File: src/rtl/flute_tone_gen_if.sv
// Note-select / audio-output bundle between the note counter and flute_tone_gen.
// Optional macro FLUTE_OCTAVE_EN adds the oct_up signal.
interface flute_tone_gen_if;
    logic       en;
    logic [3:0] num;
`ifdef FLUTE_OCTAVE_EN
    logic       oct_up;
`endif
    logic       tone;
    logic       playing;
    logic [3:0] note_out;
    logic       period_tick;

`ifdef FLUTE_OCTAVE_EN
    modport master (
        output en, num, oct_up,
        input  tone, playing, note_out, period_tick
    );
    modport slave (
        input  en, num, oct_up,
        output tone, playing, note_out, period_tick
    );
`else
    modport master (
        output en, num,
        input  tone, playing, note_out, period_tick
    );
    modport slave (
        input  en, num,
        output tone, playing, note_out, period_tick
    );
`endif
endinterface

File: src/rtl/flute_tone_gen.sv
// 50%-duty square-wave note generator; note changes take effect only at full-period boundaries.
// Optional macro FLUTE_OCTAVE_EN: oct_up halves the half-period when num is sampled.
module flute_tone_gen #(
    parameter int unsigned CLK_HZ = 100_000_000,
    parameter int unsigned CNT_W  = 18
) (
    input  logic              clk,
    input  logic              rst,
    flute_tone_gen_if.slave   bus
);

    typedef enum logic {
        IDLE,
        PLAY
    } state_t;

    function automatic int unsigned note_hz(input int unsigned idx);
        case (idx)
            1:       return 262;
            2:       return 294;
            3:       return 330;
            4:       return 349;
            5:       return 392;
            6:       return 440;
            7:       return 494;
            8:       return 523;
            9:       return 587;
            10:      return 659;
            11:      return 698;
            12:      return 784;
            13:      return 880;
            14:      return 988;
            15:      return 1047;
            default: return 0;
        endcase
    endfunction

    function automatic logic [16*CNT_W-1:0] build_half_tbl();
        logic [16*CNT_W-1:0] tbl;
        tbl = '0;
        for (int unsigned i = 1; i < 16; i++) begin
            tbl[i*CNT_W +: CNT_W] = CNT_W'(CLK_HZ / (2 * note_hz(i)));
        end
        return tbl;
    endfunction

    localparam logic [16*CNT_W-1:0] HALF_TBL = build_half_tbl();

    state_t           state_q, state_d;
    logic [CNT_W-1:0] cnt_q, cnt_d;
    logic [CNT_W-1:0] half_q, half_d;
    logic             tone_q, tone_d;
    logic             playing_q, playing_d;
    logic [3:0]       note_q, note_d;
    logic             tick_q, tick_d;
    logic [CNT_W-1:0] half_sel;

    // Half-period for the note being sampled right now (only meaningful when num != 0)
    always_comb begin
        half_sel = HALF_TBL[int'(bus.num)*CNT_W +: CNT_W];
`ifdef FLUTE_OCTAVE_EN
        if (bus.oct_up) begin
            half_sel = half_sel >> 1;
        end
`endif
    end

    always_ff @(posedge clk) begin
        if (rst) begin
            state_q   <= IDLE;
            cnt_q     <= '0;
            half_q    <= '0;
            tone_q    <= 1'b0;
            playing_q <= 1'b0;
            note_q    <= '0;
            tick_q    <= 1'b0;
        end else begin
            state_q   <= state_d;
            cnt_q     <= cnt_d;
            half_q    <= half_d;
            tone_q    <= tone_d;
            playing_q <= playing_d;
            note_q    <= note_d;
            tick_q    <= tick_d;
        end
    end

    // half_q keeps the half-period latched at the last boundary so the
    // high->low reload ignores any num/oct_up change inside the period.
    always_comb begin
        state_d   = state_q;
        cnt_d     = cnt_q;
        half_d    = half_q;
        tone_d    = tone_q;
        playing_d = playing_q;
        note_d    = note_q;
        tick_d    = 1'b0;

        unique case (state_q)
            IDLE: begin
                tone_d    = 1'b0;
                playing_d = 1'b0;
                note_d    = '0;
                cnt_d     = '0;
                if (bus.en && (bus.num != 4'd0)) begin
                    state_d   = PLAY;
                    tone_d    = 1'b1;
                    tick_d    = 1'b1;
                    playing_d = 1'b1;
                    note_d    = bus.num;
                    half_d    = half_sel;
                    cnt_d     = half_sel - CNT_W'(1);
                end
            end

            PLAY: begin
                if (!bus.en) begin
                    state_d   = IDLE;
                    tone_d    = 1'b0;
                    playing_d = 1'b0;
                    note_d    = '0;
                    cnt_d     = '0;
                end else if (cnt_q != '0) begin
                    cnt_d = cnt_q - CNT_W'(1);
                end else if (tone_q) begin
                    tone_d = 1'b0;
                    cnt_d  = half_q - CNT_W'(1);
                end else if (bus.num == 4'd0) begin
                    state_d   = IDLE;
                    tone_d    = 1'b0;
                    playing_d = 1'b0;
                    note_d    = '0;
                    cnt_d     = '0;
                end else begin
                    tone_d = 1'b1;
                    tick_d = 1'b1;
                    note_d = bus.num;
                    half_d = half_sel;
                    cnt_d  = half_sel - CNT_W'(1);
                end
            end

            default: begin
                state_d = IDLE;
            end
        endcase
    end

    assign bus.tone        = tone_q;
    assign bus.playing     = playing_q;
    assign bus.note_out    = note_q;
    assign bus.period_tick = tick_q;

endmodule

File: src/flat_wrapper.sv
// flat-port wrapper written by rule: the top's interface ports become plain ports
module flute_tone_gen_flat 
#(
    parameter int unsigned CLK_HZ = 100_000_000,
    parameter int unsigned CNT_W  = 18
)
  (clk, rst, bus_en, bus_num, bus_tone, bus_playing, bus_note_out, bus_period_tick);
  flute_tone_gen_if bus_i ();
  input  logic clk;
  input  logic rst;
  input wire logic [$bits(bus_i.en)-1:0] bus_en;
  input wire logic [$bits(bus_i.num)-1:0] bus_num;
  output wire logic [$bits(bus_i.tone)-1:0] bus_tone;
  output wire logic [$bits(bus_i.playing)-1:0] bus_playing;
  output wire logic [$bits(bus_i.note_out)-1:0] bus_note_out;
  output wire logic [$bits(bus_i.period_tick)-1:0] bus_period_tick;
  assign bus_i.en = bus_en;
  assign bus_i.num = bus_num;
  assign bus_tone = bus_i.tone;
  assign bus_playing = bus_i.playing;
  assign bus_note_out = bus_i.note_out;
  assign bus_period_tick = bus_i.period_tick;
  flute_tone_gen #(.CLK_HZ(CLK_HZ), .CNT_W(CNT_W)) u_core (.clk(clk), .rst(rst), .bus(bus_i));
endmodule
File: config.mk
export PLATFORM = sky130hd
export DESIGN_NAME = flute_tone_gen_flat
export DESIGN_NICKNAME = d
export VERILOG_FILES = /design/src/rtl/flute_tone_gen_if.sv /design/src/rtl/flute_tone_gen.sv /design/src/flat_wrapper.sv
export SDC_FILE = /design/constraint.sdc
export NUM_CORES = 1
export LEC_CHECK = 0
export ABC_AREA = 1
export ABC_CLOCK_PERIOD_IN_PS = 2400
export BUFFER_PORTS_ARGS = -buffer_cell sky130_fd_sc_hd__buf_2
export CORE_MARGIN = 2
export CORE_UTILIZATION = 40
export DETAILED_ROUTE_END_ITERATION = 16
export PLACE_DENSITY = 0.57
export SKIP_LAST_GASP = 1
export SYNTH_ARGS = -nofsm -noshare
export SYNTH_HDL_FRONTEND = slang
export SYNTH_SLANG_ARGS = --single-unit
export TNS_END_PERCENT = 30
File: constraint.sdc
create_clock -name clk -period 2.4 [get_ports clk]
set_input_delay 0.12 -clock clk [delete_from_list [all_inputs] [get_ports clk]]
set_output_delay 0.12 -clock clk [all_outputs]
set_load 0.01 [all_outputs]
======== Word-level counts from Yosys, hierarchy flattened ========
Index checks and enable logic that the tools add are counted.
cells by class
  multiply operators ...................... 1
  reduce and logical (&&, ||, !) cells .... 7
  bitwise logic cells ..................... 1
  muxes and demuxes ....................... 36
  add/subtract/negate cells ............... 3
  equality and inequality tests ........... 8
  shift-type cells ........................ 1
operator list
  operator                      count
  $shiftx A288 B10 Y18 const A  1
  $mux W18                      10
  $pmux W18 S2                  2
  $sub A18 B1 Y18 const B       3
  $mux W4                       5
  $reduce_bool A18 Y1           1
  $mux W1                       14
  $ne A3 B3 Y1 const B          3
  $mul A4 B4 Y8 const B         1
  $ne A2 B2 Y1 const B          4
  $pmux W1 S2                   4
  $pmux W4 S2                   1
  $reduce_and A5 Y1             1
  $logic_not A4 Y1              1
  $reduce_bool A4 Y1            1
  $reduce_and A3 Y1             1
  $ne A2 B1 Y1 const B          1
  $reduce_and A2 Y1             1
  $logic_and A1 B1 Y1           1
  $not A1 Y1                    1
storage, ports and cells
  bits of input ports ..................... 7
  flip-flop bits (word level) ............. 44
  output and inout bits ................... 7
  word-level logic and storage cells ...... 64

======== Longest topological paths before layout ========
Gate-level depths: netlist of the first run.
  word-level depth ........................ 8
  depth in mapped cells ................... 17
  mapped depth without buffers ............ 16

======== Least setup slack after synthesis of the first run ========
Ideal clock, no wire load.
  kind .................................... reg2reg
  from .................................... register u_core.cnt_q[0]
  to ...................................... register u_core.cnt_q[2]
  required time ........................... 2.341 ns
  cell stages (with the launch flop) ...... 14
  path buffers ............................ 1
  period minus slack after synthesis ...... 1.772 ns
  path slack .............................. 0.628 ns
  library setup time ...................... 0.059 ns
  arrival ................................. 1.713 ns
  cell sequence ........................... dfxtp_1 > inv_1 > ha_1 > nand2_2 > nor2_4 > nand2_4 > nor3_4 > nand3_4 > clkinv_4 > nand2_2 > buf_6 > o22ai_1 > nand2_1 > nand2_1
between the ends
  longest elaborated chain between the ends .. 4
  elaborated cells on any way between the ends .. 5
  classes of those cells .................. 1 x add/sub; 3 x mux; 1 x reduce/logical
ends and longest elaborated chain
  item                                                    line                                          RTL
  from (decl)                                             flute_tone_gen.sv:50                          logic [CNT_W-1:0] cnt_q, cnt_d;
  from (signal assigned)                                  flute_tone_gen.sv:79                          cnt_q <= cnt_d;
  $sub A18 B1 Y18 or $reduce_bool A18 Y1 (tied branches)  flute_tone_gen.sv:124, flute_tone_gen.sv:123
  $mux W18 *                                              flute_tone_gen.sv:123                         end else if (cnt_q != '0) begin
  $mux W18 *                                              flute_tone_gen.sv:117                         if (!bus.en) begin
  $pmux W18 S2 *                                          flute_tone_gen.sv:99                          unique case (state_q)
Every way passes the cells marked *; elsewhere a longest branch is shown, timed or not.
A chain may end at the register's enable or synchronous reset.

======== Worst setup path in the final report of the first run ========
  from .................................... input port bus_num[0]
  to ...................................... register u_core.cnt_q[12]
between the ends
  longest elaborated chain between the ends .. 8
  elaborated cells on any way between the ends .. 12
  classes of those cells .................. 1 x add/sub; 1 x mul; 1 x shift; 6 x mux; 3 x reduce/logical
ends and longest elaborated chain
  item                  line                                          RTL
  from (decl)           flat_wrapper.sv:12                            input wire logic [$bits(bus_i.num)-1:0] bus_num;
  $mul A4 B4 Y8         flute_tone_gen.sv:60                          half_sel = HALF_TBL[int'(bus.num)*CNT_W +: CNT_W];
  $shiftx A288 B10 Y18  flute_tone_gen.sv:60
  $sub A18 B1 Y18       flute_tone_gen.sv:112, flute_tone_gen.sv:139
  $mux W18              flute_tone_gen.sv:128                         end else if (bus.num == 4'd0) begin
  $mux W18              flute_tone_gen.sv:125                         end else if (tone_q) begin
  $mux W18              flute_tone_gen.sv:123
  $mux W18              flute_tone_gen.sv:117
  $pmux W18 S2 *        flute_tone_gen.sv:99
Marked as above.

==> results.txt, run 1 <==
- Per-instance average area after synthesis: 6.27 um^2
* Number of filler instances in the final layout: 868
- Antenna diode count: 0
- The final-report hold violation count is 0.
- Global-route wire length before repair: 15.8 mm
* MaxCap Viol Count: 0
- Die Span X: 93.5 um
- Max Freq: 477 MHz
- The number of setup buffers added after CTS is 0.
- Placed Cells: 619
- Unrepaired setup endpoints after global routing: no
- The worst path uses 87.4% of the clock period.
* Count of H-tree levels built during CTS: 2
- STA classifies the critical path startpoint as an input pin.
* Register clock-pin slew on the reported worst setup and hold paths: 0.09 ns
* Overall track demand over capacity in global routing: 23.1%
- Routed Antenna Nets: 0
* Slew Limit Fails: 0
* Register area: 881 um^2
- Routed wire length: 9.39 mm
* Vias in the first global route: 3217
- Across the routed clock network, the largest skew measured is 0.00801 ns.
- Sequential share of the synthesized area: 27.5%
* Power density normalized to cell area: 649 nW/um^2
* CP Capture Type: register
- Number of flip-flops and latches in the synthesized netlist: 44
- After detailed routing, the average wire length per cell comes to 15.0 um.
- Number of distinct library cells after synthesis: 37
- Post-route non-filler standard cell count: 627
- Vert. Die Dim: 93.5 um
- The path class of the tightest hold or removal check is in -> reg.
- The later pin in the worst-skew pair is clocked with a latency of 0.30 ns.
- RD Place Congestion: 0.904
- Area of combinational cells with multiple inputs: 2030 um^2
* Final Net Count: 541
- Of all nets on the critical path, the largest fanout is 7.
* PnR Total Power: 2.24 mW
- Global routing finished with a remaining overflow of 0.
* TritonCTS clock tree: yes
- Standard cell core area: 7730 um^2
* Initial antenna violation count: 0
- Buffer levels on the longest clock path: 2
* Number of rows in the core area: 32
- Maximum ir drop on the vdd rail: 0.214 mV
- Number of remaining DRC errors: 0
- Clock tree synthesis selected as its root buffer the cell sky130_fd_sc_hd__clkbuf_8.
- Initial DRC count: 156
* Port Buffer Count: 13
- In this run the count of I/O pins placed on the die edge is 14.
- STA puts the critical path data required time at 2.60 ns.
* Resized Gates After CTS: 0
- Post-synthesis cell area: 3200 um^2
- Synth warnings: 0
- The routed layout has 3246 vias.
* Cts-stage hold buffer count: 0
- Leak: 1.65 nW
- Router iterations before antenna repair: 5
- Worst endpoint data arrival time: 2.30 ns
* Post-detail-place hpwl: 7.67 mm
- Number of sinks handled by clock tree synthesis: 44
* Vias per std cell: 5.18
- The run finished with clean final reports.
- Setup violations remaining at the end of the flow were counted as 0.
- Rel. slew slack: 66.9%
* Worst setup path class: in -> reg
- Fraction of final layout cells sized beyond drive strength 1: 9.52%
- Synthesis produced 511 cells.
* Maximum number of pins on one net before global-route repair: 35
* Synthesis-to-finish area growth: 7.46%
* Post-synth net total: 528
* Final worst path period need: 2.10 ns
- TritonCTS created 5 clock buffers.
- Actual transition at the worst max-transition pin: 0.492 ns
- Initial standard-cell utilization of the core: 41.5%
* Floorplan die area: 8740 um^2
cells in the mapped netlist:
| cell type | instances | area share, % |
|---|---|---|
| sky130_fd_sc_hd__nand2_4 | 1 | 0.35 |
| sky130_fd_sc_hd__dfxtp_1 | 44 | 27 |
| sky130_fd_sc_hd__nand3_4 | 1 | 0.55 |
| sky130_fd_sc_hd__a211oi_1 | 1 | 0.23 |
| sky130_fd_sc_hd__o22ai_1 | 9 | 1.8 |
| sky130_fd_sc_hd__nor2_1 | 63 | 7.4 |
| sky130_fd_sc_hd__nor2_4 | 3 | 1.1 |
| sky130_fd_sc_hd__nand3_1 | 36 | 5.6 |
| sky130_fd_sc_hd__o21a_1 | 1 | 0.23 |
| sky130_fd_sc_hd__a21o_1 | 1 | 0.23 |
| sky130_fd_sc_hd__inv_2 | 5 | 0.59 |
| sky130_fd_sc_hd__ha_1 | 10 | 3.9 |
| sky130_fd_sc_hd__nand4_1 | 3 | 0.59 |
| sky130_fd_sc_hd__buf_4 | 3 | 0.70 |
| sky130_fd_sc_hd__nand3b_1 | 1 | 0.23 |
| sky130_fd_sc_hd__nor3_4 | 1 | 0.51 |
| sky130_fd_sc_hd__clkinv_4 | 1 | 0.27 |
| sky130_fd_sc_hd__nand4_4 | 1 | 0.66 |
| sky130_fd_sc_hd__o211ai_1 | 1 | 0.23 |
| sky130_fd_sc_hd__nor3b_1 | 1 | 0.23 |
| sky130_fd_sc_hd__buf_2 | 5 | 0.78 |
| sky130_fd_sc_hd__clkbuf_1 | 2 | 0.23 |
| sky130_fd_sc_hd__nand2_2 | 3 | 0.59 |
| sky130_fd_sc_hd__a21oi_1 | 33 | 5.2 |
| sky130_fd_sc_hd__xor2_1 | 17 | 4.6 |
| sky130_fd_sc_hd__nor4_1 | 1 | 0.20 |
| sky130_fd_sc_hd__o41ai_1 | 1 | 0.27 |
| sky130_fd_sc_hd__nor2_2 | 3 | 0.59 |
| sky130_fd_sc_hd__nand2_1 | 151 | 18 |
| sky130_fd_sc_hd__o21ai_0 | 32 | 5.0 |
| sky130_fd_sc_hd__buf_6 | 4 | 1.4 |
| sky130_fd_sc_hd__o21ai_1 | 6 | 0.94 |
| sky130_fd_sc_hd__inv_1 | 44 | 5.2 |
| sky130_fd_sc_hd__xnor2_1 | 6 | 1.6 |
| sky130_fd_sc_hd__nor3_1 | 6 | 0.94 |
| sky130_fd_sc_hd__or2_2 | 4 | 0.78 |
| sky130_fd_sc_hd__a31oi_1 | 6 | 1.2 |
power by group:
group	switching (mW)	leakage (nW)	internal [mW]
Sequential	0.0714	0.362	0.798
Combinational	0.555	1.24	0.305
Clock	0.270	0.0445	0.234
Total	0.897	1.65	1.34
cell families (layout without fill, tap and decap cells):
kind of cell	after synthesis	after routing	synth area share, %
buffers and inverters	64	78	9.14
AO/OA/AOI/OAI	91	91	15.2
XOR/XNOR	23	23	6.29
flip-flops	44	44	27.5
adder cells (fa/ha/maj)	10	10	3.90
AND/OR/NAND/NOR	279	279	38.0
through the flow:
stage	TNS [ns]	area, um^2	utilization [%]	setup WS [ns]	hold WS, ns
after floorplan	0	3200	-	0.628	0.280
final	0	3440	44.6	0.303	0.165
after global routing	0	3440	44.6	0.0329	0.171
after detailed placement	-0.0334	3350	43.3	-0.0334	0.457
after global placement	-0.0899	3350	43.3	-0.0590	0.448
after CTS	0	3440	44.6	0.288	0.151
worst paths after layout:
path	end	slack [ns]	start	cells after the start
setup / recovery	u_core.cnt_q[12]$_SDFF_PP0_	0.30	bus_num[0]	13
hold / removal	u_core.bus.note_out[2]$_SDFFE_PP0P_	0.16	bus_en	3
setup reg to reg	u_core.cnt_q[8]$_SDFF_PP0_	0.32	u_core.cnt_q[0]$_SDFF_PP0_	11
hold reg to reg	u_core.bus.note_out[1]$_SDFFE_PP0P_	0.47	u_core.bus.note_out[1]$_SDFFE_PP0P_	2
registers in the layout, indices dropped and copies added (netlist names):
register / flops
u_core.state_q: 1
u_core.bus.tone: 1
u_core.cnt_q: 18
u_core.bus.playing: 1
u_core.half_q: 18
u_core.bus.note_out: 4
u_core.bus.period_tick: 1
worst max-delay path: stages:
cell and delay, ns:
sky130_fd_sc_hd__buf_2 0.14, sky130_fd_sc_hd__inv_1 0.18, sky130_fd_sc_hd__ha_1 0.27, sky130_fd_sc_hd__inv_1 0.08
sky130_fd_sc_hd__nand2_1 0.20, sky130_fd_sc_hd__nand3_1 0.20, sky130_fd_sc_hd__nand2_1 0.19, sky130_fd_sc_hd__nand2_1 0.09
sky130_fd_sc_hd__nor2_2 0.25, sky130_fd_sc_hd__nand2_1 0.16, sky130_fd_sc_hd__nor2_1 0.14, sky130_fd_sc_hd__xor2_1 0.20
sky130_fd_sc_hd__o21ai_1 0.08
area by class of cell:
type	instances	area share [%]
inverter	50	5.60
clock buffer	7	2.51
multi-input combinational	403	59.0
timing repair buffer	20	3.42
clock inverter	1	0.218
tap	102	3.71
sequential	44	25.6
routing by layer:
| layer | routed length, um | global-route usage (%) | share of wire, % | vias up |
|---|---|---|---|---|
| met5 | 0 | 0 | 0 | - |
| met4 | 202 | 7.11 | 2.2 | 0 |
| met3 | 263 | 2.58 | 2.8 | 18 |
| met2 | 4510 | 39.6 | 48 | 60 |
| met1 | 4410 | 30.2 | 47 | 1486 |
| li1 | - | - | - | 1682 |
cells in the final DEF (no fill, tap or decap), drive strengths merged, types with 6 or more instances in the layout:
cell type	synthesis	layout
nand2	155	155
nor2	69	69
inv	49	49
dfxtp	44	44
o21ai	38	38
nand3	37	37
a21oi	33	33
buf	12	20
xor2	17	17
ha	10	10
o22ai	9	9
nor3	7	7
clkbuf	2	7
xnor2	6	6
a31oi	6	6
No activity file was read; power rests on OpenSTA's default activity.
==> run 2: changes to the inputs <==
Settings changed: PLACE_DENSITY 0.57 to unset, PLACE_DENSITY_LB_ADDON set to 0.2.
==> results.txt, run 2 (synthesis results as in run 1) <==
- Router iterations before antenna repair: 5 (unchanged)
- The setup TNS came to 0 ns (unchanged).
* Initial antenna violation count: 0 (unchanged)
- The remaining antenna violation count was 0 (unchanged).
- The worst hold path belongs to the class in -> reg.
* Maximum number of pins on one net before global-route repair: 24 (-31%)
* Startpoint class of the critical path: input pin
* Post-detail-place hpwl: 7.43 mm (-3.2%)
- TritonCTS clock tree: yes
- The measured slew at the worst slew-check pin was 0.494 ns (+0.00242 ns).
- The maximum VDD drop came to 0.354 mV (+65%).
- Power density normalized to cell area: 672 nW/um^2 (+3.6%)
- Vias in the first global route: 3104 (-3.5%)
- Port Buffer Count: 13 (unchanged)
- The initial core utilization is 41.5% (unchanged).
* Final number of setup-violating endpoints: 0 (unchanged)
- Rel. slew slack: 67.0% (+0.15 points)
- Routed wire length: 9.21 mm (-1.9%)
- R2R setup slack: 0.31 ns (about the same)
* Synthesis-to-finish area growth: 8.79%
- The boundary pin count was 14 (unchanged).
* Buffer levels on the longest clock path: 2 (unchanged)
- Worst setup slack after layout: 0.311 ns (+0.00806 ns)
- Resized Gates After CTS: 0 (unchanged)
* Post-route non-filler standard cell count: 629 (+0.32%)
- Worst setup path class: in -> reg
- Number of remaining DRC errors: 0 (unchanged)
- Worst endpoint data arrival time: 2.32 ns (+0.02 ns)
- The global-route wire length before repair is 15.2 mm (-3.7%).
- The post-route standard cell area excluding fillers was 3490 um^2 (+1.2%).
* Final worst path period need: 2.09 ns (-0.00806 ns)
- The count of hold-fix buffers inserted at cts is 0 (unchanged).
- The required arrival time at the worst endpoint is 2.64 ns (+0.04 ns).
- Placed Cells: 621 (+0.32%)
- Skew-Pair Late Insertion Delay: 0.31 ns (about the same)
- The max-capacitance violation count came to 0 (unchanged).
- Post-CTS Setup Bufs: 0 (unchanged)
* Vias per std cell: 5.07 (-2.0%)
- The cell sitting at the root of the clock tree is a sky130_fd_sc_hd__clkbuf_8.
- The H-tree depth reported by CTS came to 2 (unchanged).
* Slew Limit Fails: 0 (unchanged)
* Most frequent cells in the layout: sky130_fd_sc_hd__nand2_1 (151), sky130_fd_sc_hd__nor2_1 (63), sky130_fd_sc_hd__inv_1 (44), sky130_fd_sc_hd__dfxtp_1 (44), sky130_fd_sc_hd__nand3_1 (36)
* Overall track demand over capacity in global routing: 22.3% (-0.74 points)
- The share of cells above drive strength 1 came to 10.1% (+0.53 points).
- The highest fanout seen on the critical path was 7 (unchanged).
- The clock-pin slew on the worst setup and hold paths came to 0.08 ns (about the same).
- Die Span X: 93.5 um (unchanged)
- The startpoint identified for the worst hold timing path is bus_en.
* Worst setup path startpoint: bus_num[0]
* CTS Buf Count: 5 (unchanged)
- Antenna diode count: 0 (unchanged)
- Cell area after placement: 3360 um^2 (+0.45%)
- Detailed-route via count: 3191 (-1.7%)
- The floorplan die area is 8740 um^2 (unchanged).
- Number of rows in the core area: 32 (unchanged)
- STA classifies the critical path endpoint as a register.
- The number of nets in the layout is 543 (+0.37%).
- The wire length per cell is 14.6 um (-2.2%).
- The final weighted congestion in routability-driven placement is 0.905 (about the same).
* Period utilization: 87.1% (-0.34 points)
- Leftover overflow at the end of global routing: 0 (unchanged)
- The worst slack at placement came to -0.0378 ns (-0.00444 ns).
- The vertical extent of the die was 93.5 um (unchanged).
- The number of sinks handled by clock tree synthesis came to 44 (unchanged).
- Setup repair after global routing left no endpoint under its margin.
- Worst clock skew: 0.0110 ns (+0.00295 ns)
- The core area was 7730 um^2 (unchanged).
- The flow ran to the end, and the final reports show no timing, DRC or antenna violations.
- Source of the worst register-to-register timing path: u_core.cnt_q[0]$_SDFF_PP0_
* Worst hold-check slack: 0.163 ns (-0.00125 ns)
- The number of design-rule violations left by the first detailed-router iteration came to 217 (+39%).
- Max Freq: 479 MHz (+0.39%)
- The leakage component of the power was 1.67 nW (+1.6%).
- Number of filler instances in the final layout: 838 (-3.5%)
- Count of final hold-check violations: 0 (unchanged)
- The library cell used most frequently in the layout, excluding fill and tap cells, is sky130_fd_sc_hd__nand2_1.
## run 2: critical path, cell delays in order
cell	delay, ns
sky130_fd_sc_hd__buf_2	0.14
sky130_fd_sc_hd__inv_1	0.19
sky130_fd_sc_hd__ha_1	0.25
sky130_fd_sc_hd__inv_1	0.05
sky130_fd_sc_hd__nand2_1	0.10
sky130_fd_sc_hd__nand3_1	0.08
sky130_fd_sc_hd__nand2_1	0.16
sky130_fd_sc_hd__ha_1	0.22
sky130_fd_sc_hd__inv_1	0.09
sky130_fd_sc_hd__a21oi_1	0.21
sky130_fd_sc_hd__nand2_1	0.10
sky130_fd_sc_hd__nor2_1	0.15
sky130_fd_sc_hd__nand3_1	0.15
sky130_fd_sc_hd__nand2_1	0.10
sky130_fd_sc_hd__nand2_1	0.06
sky130_fd_sc_hd__a21oi_1	0.15
## run 2: through the flow
step / util [%] / power, mW
floorplan: - / 1.53
global placement: 43.5 / 1.74
detailed placement: 43.5 / 1.73
CTS: 45.1 / 2.35
global route: 45.1 / 2.51
finish: 45.1 / 2.34
## run 2: cell type report
class / count / area (um^2) / area share [%]
Clock buffer: 6 / 82.6 / 2.37
Multi-Input combinational cell: 403 / 2030 / 58.3
Inverter: 50 / 193 / 5.53
Timing Repair Buffer: 22 / 133 / 3.80
Tap cell: 102 / 128 / 3.66
Clock inverter: 2 / 38.8 / 1.11
Sequential cell: 44 / 881 / 25.3
## run 2: power breakdown
group | internal [mW] | leakage, nW | switching [mW] | total (mW)
Combinational | 0.309 | 1.25 | 0.544 | 0.853
Sequential | 0.798 | 0.362 | 0.0737 | 0.872
Clock | 0.341 | 0.0614 | 0.278 | 0.619
Total | 1.45 | 1.67 | 0.896 | 2.34
## run 2: routing by layer
layer  global-route usage [%]  vias to the layer above  share of wire [%]
met5                        0                        -                  0
met1                     27.8                     1455                 48
met4                     4.66                        0                1.2
met2                     41.1                       46                 49
met3                     2.58                       10                2.3
li1                         -                     1680                  -
## run 2: final timing paths
kind,to,cells after the start
setup / recovery,u_core.cnt_q[16]$_SDFF_PP0_,16
hold / removal,u_core.bus.note_out[2]$_SDFFE_PP0P_,3
setup reg to reg,u_core.cnt_q[12]$_SDFF_PP0_,12
hold reg to reg,u_core.bus.note_out[1]$_SDFFE_PP0P_,2
==> run 3: changes to the inputs <==
Settings changed: ABC_CLOCK_PERIOD_IN_PS 2400 to 2700, SLEW_MARGIN set to 30.
Clock period 2.4 ns to 2.7 ns, I/O delays scaled along.
==> results.txt, run 3 (synthesis results as in run 1) <==
- The flow ran to the end, and the final reports show no timing, DRC or antenna violations.
- Resized Gates After CTS: 0 (unchanged)
- Rel. slew slack: 63.2% (-3.8 points)
- Final worst path period need: 2.13 ns
- The floorplan die area is 8740 um^2 (unchanged).
* TritonCTS clock tree: yes
- The number of port buffers came to 13 (unchanged).
- Worst setup path class: in -> reg
- Post-route setup TNS: 0 ns (unchanged)
- The sequential standard cell area is 881 um^2 (unchanged).
* Worst clock skew: 0.0103 ns (-0.000638 ns)
- The share of cells above drive strength 1 is 9.02% (-1.0 points).
- Most frequent cells in the layout: sky130_fd_sc_hd__nand2_1 (151), sky130_fd_sc_hd__nor2_1 (63), sky130_fd_sc_hd__inv_1 (44), sky130_fd_sc_hd__dfxtp_1 (44), sky130_fd_sc_hd__nand3_1 (36)
- Standard cell core area: 7730 um^2 (unchanged)
* Post-CTS Setup Bufs: 0 (unchanged)
* Initial antenna violation count: 0 (unchanged)
- The H-tree depth reported by CTS is 2 (unchanged).
* Initial DRC count: 167 (-23%)
- Setup repair after global routing left no endpoint under its margin.
* Number of sinks handled by clock tree synthesis: 44 (unchanged)
- Maximum ir drop on the vdd rail: 0.212 mV (-40%)
* Number of remaining DRC errors: 0 (unchanged)
* Post-detail-place hpwl: 7.40 mm (-0.38%)
- The vertical extent of the die was 93.5 um (unchanged).
- Register clock-pin slew on the reported worst setup and hold paths: 0.09 ns (about the same)
- The final-report hold violation count was 0 (unchanged).
* Buffer levels on the longest clock path: 2 (unchanged)
* Worst endpoint data arrival time: 2.38 ns (+0.06 ns)
- Area of combinational cells with multiple inputs: 2030 um^2 (unchanged)
- Leak: 1.63 nW (-2.8%)
* Detailed-route via count: 3217 (+0.81%)
- The boundary pin count is 14 (unchanged).
- Final Net Count: 537 (-1.1%)
- Max Freq: 469 MHz
* CP Capture Type: register
- The remaining global-route overflow came to 0 (unchanged).
- The area growth from synthesis to layout is 6.64%.
- Largest fanout on the critical path: 7 (unchanged)
- Final number of setup-violating endpoints: 0 (unchanged)
- Initial standard-cell utilization of the core: 41.5% (unchanged)
- The wire length per cell was 14.8 um (+1.3%).
* Overall track demand over capacity in global routing: 22.1% (-0.23 points)
- Vias per std cell: 5.16 (+1.8%)
- The library cell used most frequently in the layout, excluding fill and tap cells, is sky130_fd_sc_hd__nand2_1.
- The final weighted congestion in routability-driven placement was 0.898 (-0.78%).
* Slew Limit Fails: 0 (unchanged)
- Maximum number of pins on one net before global-route repair: 35 (+46%)
- CTS Buf Count: 5 (unchanged)
- Period utilization: 78.9%
- The required arrival time at the worst endpoint came to 2.95 ns (+0.31 ns).
* Cts-stage hold buffer count: 0 (unchanged)
- The total wirelength of the detailed-routed design was 9.25 mm (+0.38%).
* Final standard cell utilization of the core: 44.2% (-0.89 points)
- The worst setup path is launched from an input pin.
* Number of rows in the core area: 32 (unchanged)
- Actual transition at the worst max-transition pin: 0.546 ns (+0.0516 ns)
- Antenna diode count: 0 (unchanged)
- The tightest min-delay check is of the in -> reg type.
* MaxCap Viol Count: 0 (unchanged)
- Router iterations before antenna repair: 5 (unchanged)
* Die Span X: 93.5 um (unchanged)
* Skew-Pair Late Insertion Delay: 0.31 ns (about the same)
* Number of filler instances in the final layout: 848 (+1.2%)
- Global-route wire length before repair: 15.0 mm (-1.3%)
* Power density normalized to cell area: 580 nW/um^2 (-14%)
* Clk root buf: sky130_fd_sc_hd__clkbuf_8
- The remaining antenna violation count was 0 (unchanged).
- The number of global-route vias before repair came to 3047 (-1.8%).
run 3: changes by cell type in the layout (fill, tap and decap cells not counted), sizes merged:
cell / previous run / this run
bufinv: 1 / 0
clkinvlp: 0 / 2
buf: 22 / 16
clkinv: 2 / 1
run 3: power by group:
| group | internal, mW | switching, mW |
|---|---|---|
| logic | 0.267 | 0.484 |
| clock network | 0.207 | 0.249 |
| registers | 0.710 | 0.0661 |
run 3: layout make-up:
cell class              count  share of cell area, %
repair buffers             16                   2.56
clock buffers               6                   2.42
multi-input cells         403                   59.4
inverters                  50                   5.64
clock inverters             2                  0.439
flip-flops and latches     44                   25.8
well taps                 102                   3.73
run 3: worst paths after layout:
| check | cells after the start | from | slack (ns) | to |
|---|---|---|---|---|
| worst min-delay path | 3 | bus_en | 0.16 | u_core.bus.note_out[2]$_SDFFE_PP0P_ |
| worst max register to register | 12 | u_core.cnt_q[0]$_SDFF_PP0_ | 0.57 | u_core.cnt_q[12]$_SDFF_PP0_ |
| worst max-delay path | 16 | bus_num[0] | 0.57 | u_core.cnt_q[16]$_SDFF_PP0_ |
| worst min register to register | 2 | u_core.bus.note_out[2]$_SDFFE_PP0P_ | 0.46 | u_core.bus.note_out[2]$_SDFFE_PP0P_ |
run 3: worst max-delay path, stage by stage:
cell and delay [ns]:
sky130_fd_sc_hd__buf_2 0.15, sky130_fd_sc_hd__inv_1 0.23, sky130_fd_sc_hd__ha_1 0.23, sky130_fd_sc_hd__inv_1 0.05, sky130_fd_sc_hd__nand2_1 0.09, sky130_fd_sc_hd__nand3_1 0.09, sky130_fd_sc_hd__nand2_1 0.16, sky130_fd_sc_hd__ha_1 0.23
sky130_fd_sc_hd__inv_1 0.09, sky130_fd_sc_hd__a21oi_1 0.21, sky130_fd_sc_hd__nand2_1 0.10, sky130_fd_sc_hd__nor2_1 0.13, sky130_fd_sc_hd__nand3_1 0.15, sky130_fd_sc_hd__nand2_1 0.12, sky130_fd_sc_hd__nand2_1 0.06, sky130_fd_sc_hd__a21oi_1 0.14
run 3: routing by layer:
metal / part of all wire, % / GRT usage, %
met4: 1.8 / 7.23
met1: 47 / 28.5
met2: 48 / 38.1
met3: 3.4 / 2.74
met5: 0 / 0
run 3: per-stage QoR:
stage	total power, mW	cell area (um^2)	worst slack, ns	hold WS (ns)	cells
6_report	1.98	3420	0.569	0.159	623
5_1_grt	2.12	3420	0.298	0.160	623
4_1_cts	1.99	3420	0.567	0.149	623
3_5_place_dp	1.54	3320	0.260	0.450	615
3_3_place_gp	1.53	3320	0.242	0.443	615
2_1_floorplan	1.36	3200	0.928	0.295	511
